**src/rtl/kmeans_pkg.sv**
```systemverilog
// Shared types for the k-means core: RAM geometry, arbiter FSM
// states and requester identities.
package kmeans_pkg;

  localparam int RAM_ADDR_W = 9;
  localparam int RAM_DATA_W = 91;

  typedef enum logic [1:0] {
    IDLE    = 2'd0,
    WRITE   = 2'd1,
    READ    = 2'd2,
    CAPTURE = 2'd3
  } arb_state_t;

  typedef enum logic {
    HOST = 1'b0,
    CORE = 1'b1
  } req_t;

endpackage

```
**src/rtl/rr_arb2.sv**
```systemverilog
// Two-requester round-robin picker: on a tie the requester that
// did not win last time is chosen.
module rr_arb2
  import kmeans_pkg::*;
(
  input  logic host_el,
  input  logic core_el,
  input  req_t last,
  output req_t win,
  output logic valid
);

  always_comb begin
    valid = host_el | core_el;
    win   = CORE;
    unique case (1'b1)
      (host_el && core_el):  win = (last == CORE) ? HOST : CORE;
      (host_el && !core_el): win = HOST;
      default:               win = CORE;
    endcase
  end

endmodule

```
**src/rtl/ram_arbiter.sv**
```systemverilog
// Single-port RAM arbiter between host writes and core reads.
// All outputs are registered; a read returns data two cycles after c_gnt.
module ram_arbiter
  import kmeans_pkg::*;
#(
  parameter int ADDR_W = RAM_ADDR_W,
  parameter int DATA_W = RAM_DATA_W,
  parameter int CNT_W  = 16
) (
  input  logic              clk,
  input  logic              rst_n,
  input  logic              h_req,
  input  logic [ADDR_W-1:0] h_addr,
  input  logic [DATA_W-1:0] h_wdata,
  input  logic              host_lock,
  output logic              h_gnt,
  input  logic              c_req,
  input  logic [ADDR_W-1:0] c_addr,
  output logic              c_gnt,
  output logic              c_rvalid,
  output logic [DATA_W-1:0] c_rdata,
  output logic              ram_cs_n,
  output logic              ram_we_n,
  output logic              ram_oe_n,
  output logic [ADDR_W-1:0] ram_addr,
  output logic [DATA_W-1:0] ram_wdata,
  input  logic [DATA_W-1:0] ram_rdata,
  output logic [CNT_W-1:0]  wr_cnt,
  output logic [CNT_W-1:0]  rd_cnt
);

  arb_state_t state;
  req_t       last;
  req_t       win;
  logic       win_vld;
  logic       host_el;

  assign host_el = h_req & ~host_lock;

  rr_arb2 u_rr (
    .host_el (host_el),
    .core_el (c_req),
    .last    (last),
    .win     (win),
    .valid   (win_vld)
  );

  function automatic logic [CNT_W-1:0] sat_inc(
    input logic [CNT_W-1:0] v
  );
    return (&v) ? v : v + CNT_W'(1);
  endfunction

  // Strobes and pulses default inactive each cycle; only a grant
  // in IDLE sets them up for the single following access cycle.
  always_ff @(posedge clk or negedge rst_n) begin
    if (!rst_n) begin
      state     <= IDLE;
      last      <= CORE;
      ram_cs_n  <= 1'b1;
      ram_we_n  <= 1'b1;
      ram_oe_n  <= 1'b1;
      ram_addr  <= '0;
      ram_wdata <= '0;
      c_rdata   <= '0;
      h_gnt     <= 1'b0;
      c_gnt     <= 1'b0;
      c_rvalid  <= 1'b0;
      wr_cnt    <= '0;
      rd_cnt    <= '0;
    end else begin
      ram_cs_n <= 1'b1;
      ram_we_n <= 1'b1;
      ram_oe_n <= 1'b1;
      h_gnt    <= 1'b0;
      c_gnt    <= 1'b0;
      c_rvalid <= 1'b0;
      unique case (state)
        IDLE: begin
          if (win_vld) begin
            last     <= win;
            ram_cs_n <= 1'b0;
            if (win == HOST) begin
              state     <= WRITE;
              ram_we_n  <= 1'b0;
              ram_addr  <= h_addr;
              ram_wdata <= h_wdata;
              h_gnt     <= 1'b1;
              wr_cnt    <= sat_inc(wr_cnt);
            end else begin
              state    <= READ;
              ram_oe_n <= 1'b0;
              ram_addr <= c_addr;
              c_gnt    <= 1'b1;
              rd_cnt   <= sat_inc(rd_cnt);
            end
          end
        end
        WRITE: state <= IDLE;
        READ:  state <= CAPTURE;
        CAPTURE: begin
          c_rdata  <= ram_rdata;
          c_rvalid <= 1'b1;
          state    <= IDLE;
        end
        default: state <= IDLE;
      endcase
    end
  end

endmodule

```
**config.mk**
```make
export PLATFORM = sky130hd
export DESIGN_NAME = ram_arbiter
export DESIGN_NICKNAME = d
export VERILOG_FILES = /design/src/rtl/kmeans_pkg.sv /design/src/rtl/rr_arb2.sv /design/src/rtl/ram_arbiter.sv
export SDC_FILE = /design/constraint.sdc
export NUM_CORES = 1
export LEC_CHECK = 0
export CORE_AREA = 2 2 170 172
export DETAILED_ROUTE_END_ITERATION = 7
export DIE_AREA = 0 0 172 174
export PLACE_DENSITY_LB_ADDON = 0.3
export SETUP_SLACK_MARGIN = 0.3
export SYNTH_ARGS = -nofsm -noshare
export SYNTH_HDL_FRONTEND = slang
export SYNTH_SLANG_ARGS = --single-unit
export TNS_END_PERCENT = 50
```
**constraint.sdc**
```tcl
create_clock -name clk -period 1.6 [get_ports clk]
set_input_delay 0.32 -clock clk [delete_from_list [all_inputs] [get_ports clk]]
set_output_delay 0.32 -clock clk [all_outputs]
set_load 0.02 [all_outputs]
```
# Word level (Yosys, flattened, before mapping)
# Index checks and enable logic that the tools add are counted.
[classes] n_addsub=2 multipliers=0 n_div=0 magnitude_cmp=0 eq_ne=4 shift=0 mux=19 bitwise=6 reduce_logical=11
[ops] operator="$add 16x1->16 const B" count=2
[ops] operator="$reduce_and 16->1" count=2
[ops] operator="$mux 1" count=14
[ops] operator="$mux 9" count=1
[ops] operator="$reduce_and 4->1" count=2
[ops] operator="$pmux 2 s3" count=1
[ops] operator="$eq 2x2->1 const B" count=2
[ops] operator="$mux 2" count=2
[ops] operator="$not 1->1" count=4
[ops] operator="$reduce_and 3->1" count=1
[ops] operator="$eq 2x1->1 const B" count=1
[ops] operator="$logic_and 1x1->1" count=2
[ops] operator="$logic_not 2->1" count=1
[ops] operator="$ne 2x1->1 const B" count=1
[ops] operator="$pmux 1 s2" count=1
[ops] operator="$reduce_and 2->1" count=1
[ops] operator="$reduce_or 2->1" count=1
[ops] operator="$and 1x1->1" count=1
[ops] operator="$logic_not 1->1" count=1
[ops] operator="$or 1x1->1" count=1
[word_totals] register_bits=232 latchBits=0 ramBits=0 romBits=0 input_bits=205 out_inout_bits=229 wordCells=55 memories=0

# Logic depth before layout (Yosys ltp)
[depth] ltp_word=7 ltp_mapped=7 mapped_depth_nobuf=5

# Hierarchy
# Synthesis repeated with hierarchy kept, for this count alone.
[hier_totals] hier_cells=777 hier_area_um2=9049.9
[modules_own_cells] mod="ram_arbiter" n_inst=1 cells_each=774 area_per_inst_um2=9034.9 seq_area_each_um2=5810.6
[modules_own_cells] mod="rr_arb2" n_inst=1 cells_each=3 area_per_inst_um2=15.0 seq_area_each_um2=0.0

# Least setup slack after synthesis
# OpenSTA, ideal clock, no wires.
[synth_path] kind="register -> register" from="register wr_cnt[0]" to="register wr_cnt[5]" setup_ns=0.081 t_arrival_ns=1.679 required_time_ns=1.519 setup_slack_ns=-0.159 path_stages_with_launch=7 path_buffers=1 period_less_slack_ns=1.759 path_cell_list="dfrtp_1 -> ha_1 -> inv_1 -> or4_1 -> buf_2 -> o2111ai_2 -> xnor2_1"
[synth_via] elab_chain_cells=3 elab_cells_between_ends=4 cone_classes="1 x add/sub; 1 x bitwise; 2 x reduce/logical"
[synth_lines] element="start: declaration" line="ram_arbiter.sv:28" source="output logic [CNT_W-1:0] wr_cnt,"
[synth_lines] element="start signal: assignment" line="ram_arbiter.sv:89" source="wr_cnt <= sat_inc(wr_cnt);"
[synth_lines] element="branches (longest 3 deep; another with $add 16x1->16)"
# Several ways; the timed one is not identified.
# A chain may end at the register's enable or synchronous reset.

# Worst setup path after layout
[layout_path] from="register state[0]" to="register rd_cnt[1]"
[layout_via] elab_chain_cells=2
[layout_lines] element="start: declaration" line="ram_arbiter.sv:32" source="arb_state_t state;"
[layout_lines] element="start signal: assignment" line="ram_arbiter.sv:58" source="state <= IDLE;"
[layout_lines] element="start signal: assignment" line="ram_arbiter.sv:84" source="state <= WRITE;"
[layout_lines] element="start signal: assignment" line="ram_arbiter.sv:91" source="state <= READ;"
[layout_lines] element="$logic_not 2->1" line="ram_arbiter.sv:78" source="unique case (state)"
[layout_lines] element="$reduce_and 4->1 (no line)"
[layout_lines] element="end signal: assignment" line="ram_arbiter.sv:95" source="rd_cnt <= sat_inc(rd_cnt);"
[layout_lines] element="end: declaration" line="ram_arbiter.sv:29" source="output logic [CNT_W-1:0] rd_cnt"
# Every way passes these cells.

==> summary.md <==
| Metric | Value |
|---|---|
| CP Buf/Inv Count | 1 |
| R2r setup slk | -0.07 ns |
| Status | finished with violations |
| Finished Layout Cells | about 1800 |
| Clk buf depth | 3 |
| CTS sink cnt | 232 |
| Area of the mapped netlist | 9130 µm² |
| Nets | 1590 |
| Residual DRC | 0 |
| DR WL/cell | roughly 19 µm |
| Area of the core | between 20000 and 30000 µm² |
| CTS tree | done |
| Dpl cells | 1634 |
| Vias in the first global route | 8197 |
| CP max-delay cell | dfrtp_2 |
| CP cell instances | nor3b_4 -> and2_4 -> inv_6 -> a41oi_4 -> mux2_4 |
| Commonest non-fill, non-tap cell in the layout | buf_6 |
| Die Wd | 172 µm |
| Average size of a mapped cell | 11.6 µm² |
| GR Overflow Total | 0 |
| Via density | 4.61 |
| Least-Margin Pin Slew | 0.412 ns |
| Cell Area, Placed | 14600 µm² |
| Final Max Slew Viols | 0 |
| Worst reg2reg endpoint | rd_cnt[1] |
| Layout cells sized above 1 | 42.4% |
| F_max | 0.600 GHz |
| Final hold violation count | 0 |
| Vias post-DR | approximately 8000 |
| Failing checks | setup timing |
| Final HPWL DP | approximately 22 mm |
| Clk pin slew, worst setup/hold paths | 0.06 ns |
| Cts bufs inserted | 27 |
| Design Power | 32.5 mW |
| Max-cap check violation count | 0 |
| ANT nets after route | 0 |
| Share of synthesized registers carrying an async set or reset | 100% |
| Crit path kind | flip-flop to flip-flop |
| Top FF cell, synth | dfrtp_1 |
| Count of flip-flops with a built-in enable after synthesis | 0 |
| Required time of the critical path | 2.00 ns |
| Skew final | 0.00576 ns |
| Port buffer count | 433 |
| IO Count | around 430 |
| Post-synth cell types | 54 |
| CTS root buffer | clkbuf_16 |
| DRC marker count from the first detailed-route iteration | 364 |
| HP Class | input port to asynchronous set/reset pin |
| Gate Count Post-Synth | 790 |
| Final hold slack | 0.290 ns |
| Final Core Density | 62.0% |
| Yosys reg bits | 232 |
| Yosys warnings | 0 |
| WP data arrival | 2.07 ns |
| Initial antenna violation count | 5 |
| Commonest non-fill, non-tap cells in the layout | buf_6 (219), nand2_1 (208), clkdlybuf4s50_1 (203) |
| First-pass DRT Iterations | 4 |
| Pre-CTS setup slack | -0.483 ns |
| Area Overhead vs Synth | 91.7% |
| Final period util | 104% |
| Die area | about 30000 µm² |
| First-pass GRT wire length | approximately 46 mm |
| Row Count | 62 |
| Clock period minus worst slack | 1.67 ns |
| Synth Net Count | 997 |
| Crit-path max FO | 5 |
| Worst skew pair latency | 0.52 ns |
| RD Place Congestion | 0.796 |
| Die height | 174 µm |
| Cell Pwr Density | about 1900 nW/µm² |
| Worst R2R Start | state[0] |
| Crit path launch type | flip-flop |
| Cell family with most CP delay | simple AND/OR/NAND/NOR gates |
| Reg2Reg Depth | 5 |
| Worst vdd ir | 0.000989 V |
| Slew headroom | about 72% |
| Register area share after synthesis | 63.6% |
| Setup TNS | -0.255 ns |
| Starting Density | around a third |
| Setup WS post-layout | -0.0657 ns |
| Slowest Stage Delay on Critical Path | about 0.45 ns |
| Gr usage total | 19.7% |
| Setup violators final | 7 |
| Largest net degree at the start of global routing | between 40 and 50 |
| RSZ-0062 raised after global routing | true |
| WL final | 33.2 mm |
| Design Area, Final | 17500 µm² |
| LEAKAGE | 8.15 nW |
| H-tree depth | 1 |
| Crit end category | flip-flop |
[power by group]
| part | total, mW | internal (mW) | switching (mW) |
|---|---|---|---|
| clock network | 5.96 | 3.61 | 2.35 |
| logic | 16.0 | 8.36 | 7.68 |
| registers | 10.5 | 8.52 | 1.96 |
| total | 32.5 | 20.5 | 12.0 |
[area by class of cell]
class / count / area [µm²]
fillers: 2223 / 10700
diodes: 1 / 2.50
repair buffers: 599 / 6330
multi-input cells: 518 / 3960
clock buffers: 43 / 776
flip-flops and latches: 232 / 5850
inverters: 5 / 33.8
well taps: 384 / 480
clock inverters: 4 / 72.6
[synthesized netlist by cell type, drive strengths merged, types with 2 or more instances]
master | instances | share of area [%]
ha | 2 | 0.27
buf | 20 | 1.0
a22oi | 8 | 0.66
nor2 | 5 | 0.32
nand4 | 14 | 1.0
nand2b | 2 | 0.14
dfrtp | 228 | 62
dfstp | 4 | 1.2
and4 | 5 | 0.49
o21ai | 3 | 0.16
xnor2 | 6 | 0.58
a31oi | 2 | 0.14
inv | 5 | 0.23
o2111ai | 2 | 0.26
a21oi | 3 | 0.16
nand3 | 7 | 0.44
xor2 | 22 | 2.1
a311oi | 3 | 0.29
clkbuf | 15 | 0.62
nand2 | 302 | 12
mux2 | 93 | 11
and2 | 8 | 0.58
nor3 | 5 | 0.33
nor4b | 2 | 0.36
and3 | 2 | 0.14
nor4 | 10 | 0.89
[kinds of logic after synthesis]
kind of cell / after synthesis / synth area share (%)
AOI/OAI and AO/OA: 26 / 2.26
xor gates and xnor gates: 28 / 2.69
adders and majority gates: 2 / 0.274
buffers and inverters: 40 / 1.88
DFF: 232 / 63.6
muxes: 94 / 11.6
and+or+nand+nor: 368 / 17.7
[flip-flops by register name (all words and copies together) (netlist names)]
name	cells
c_rdata	91
wr_cnt	16
ram_addr	9
ram_oe_n	1
ram_we_n	1
ram_cs_n	1
h_gnt	1
last	1
c_rvalid	1
c_gnt	1
rd_cnt	16
state	2
ram_wdata	91
[worst max path at each step]
stage	start	end	depth (start not counted)
after detailed placement	c_req	rd_cnt[9]	6
final	state[0]	rd_cnt[1]	5
after CTS	wr_cnt[1]	wr_cnt[3]	5
after global placement	c_req	rd_cnt[9]	6
after floorplan	state[0]	rd_cnt[1]	6
after global routing	state[1]	wr_cnt[1]	6
[timing repair]
action	CTS	global route
gates resized for setup	992	432
pin swaps	7	158
buffers inserted	51	41
endpoints found under the setup margin	454	456
endpoints found under the hold margin	33	0
hold buffers	1	0
gates cloned	0	11
[routing by layer]
metal  track usage (%)  up-vias  wire [µm]
li1                  -     3808          -
met1              22.3     4005      12200
met2              35.0      340      17100
met3              6.65       66       3020
met4              5.53        6        856
met5                 0        -         42
(Power assumes the default switching activity.)
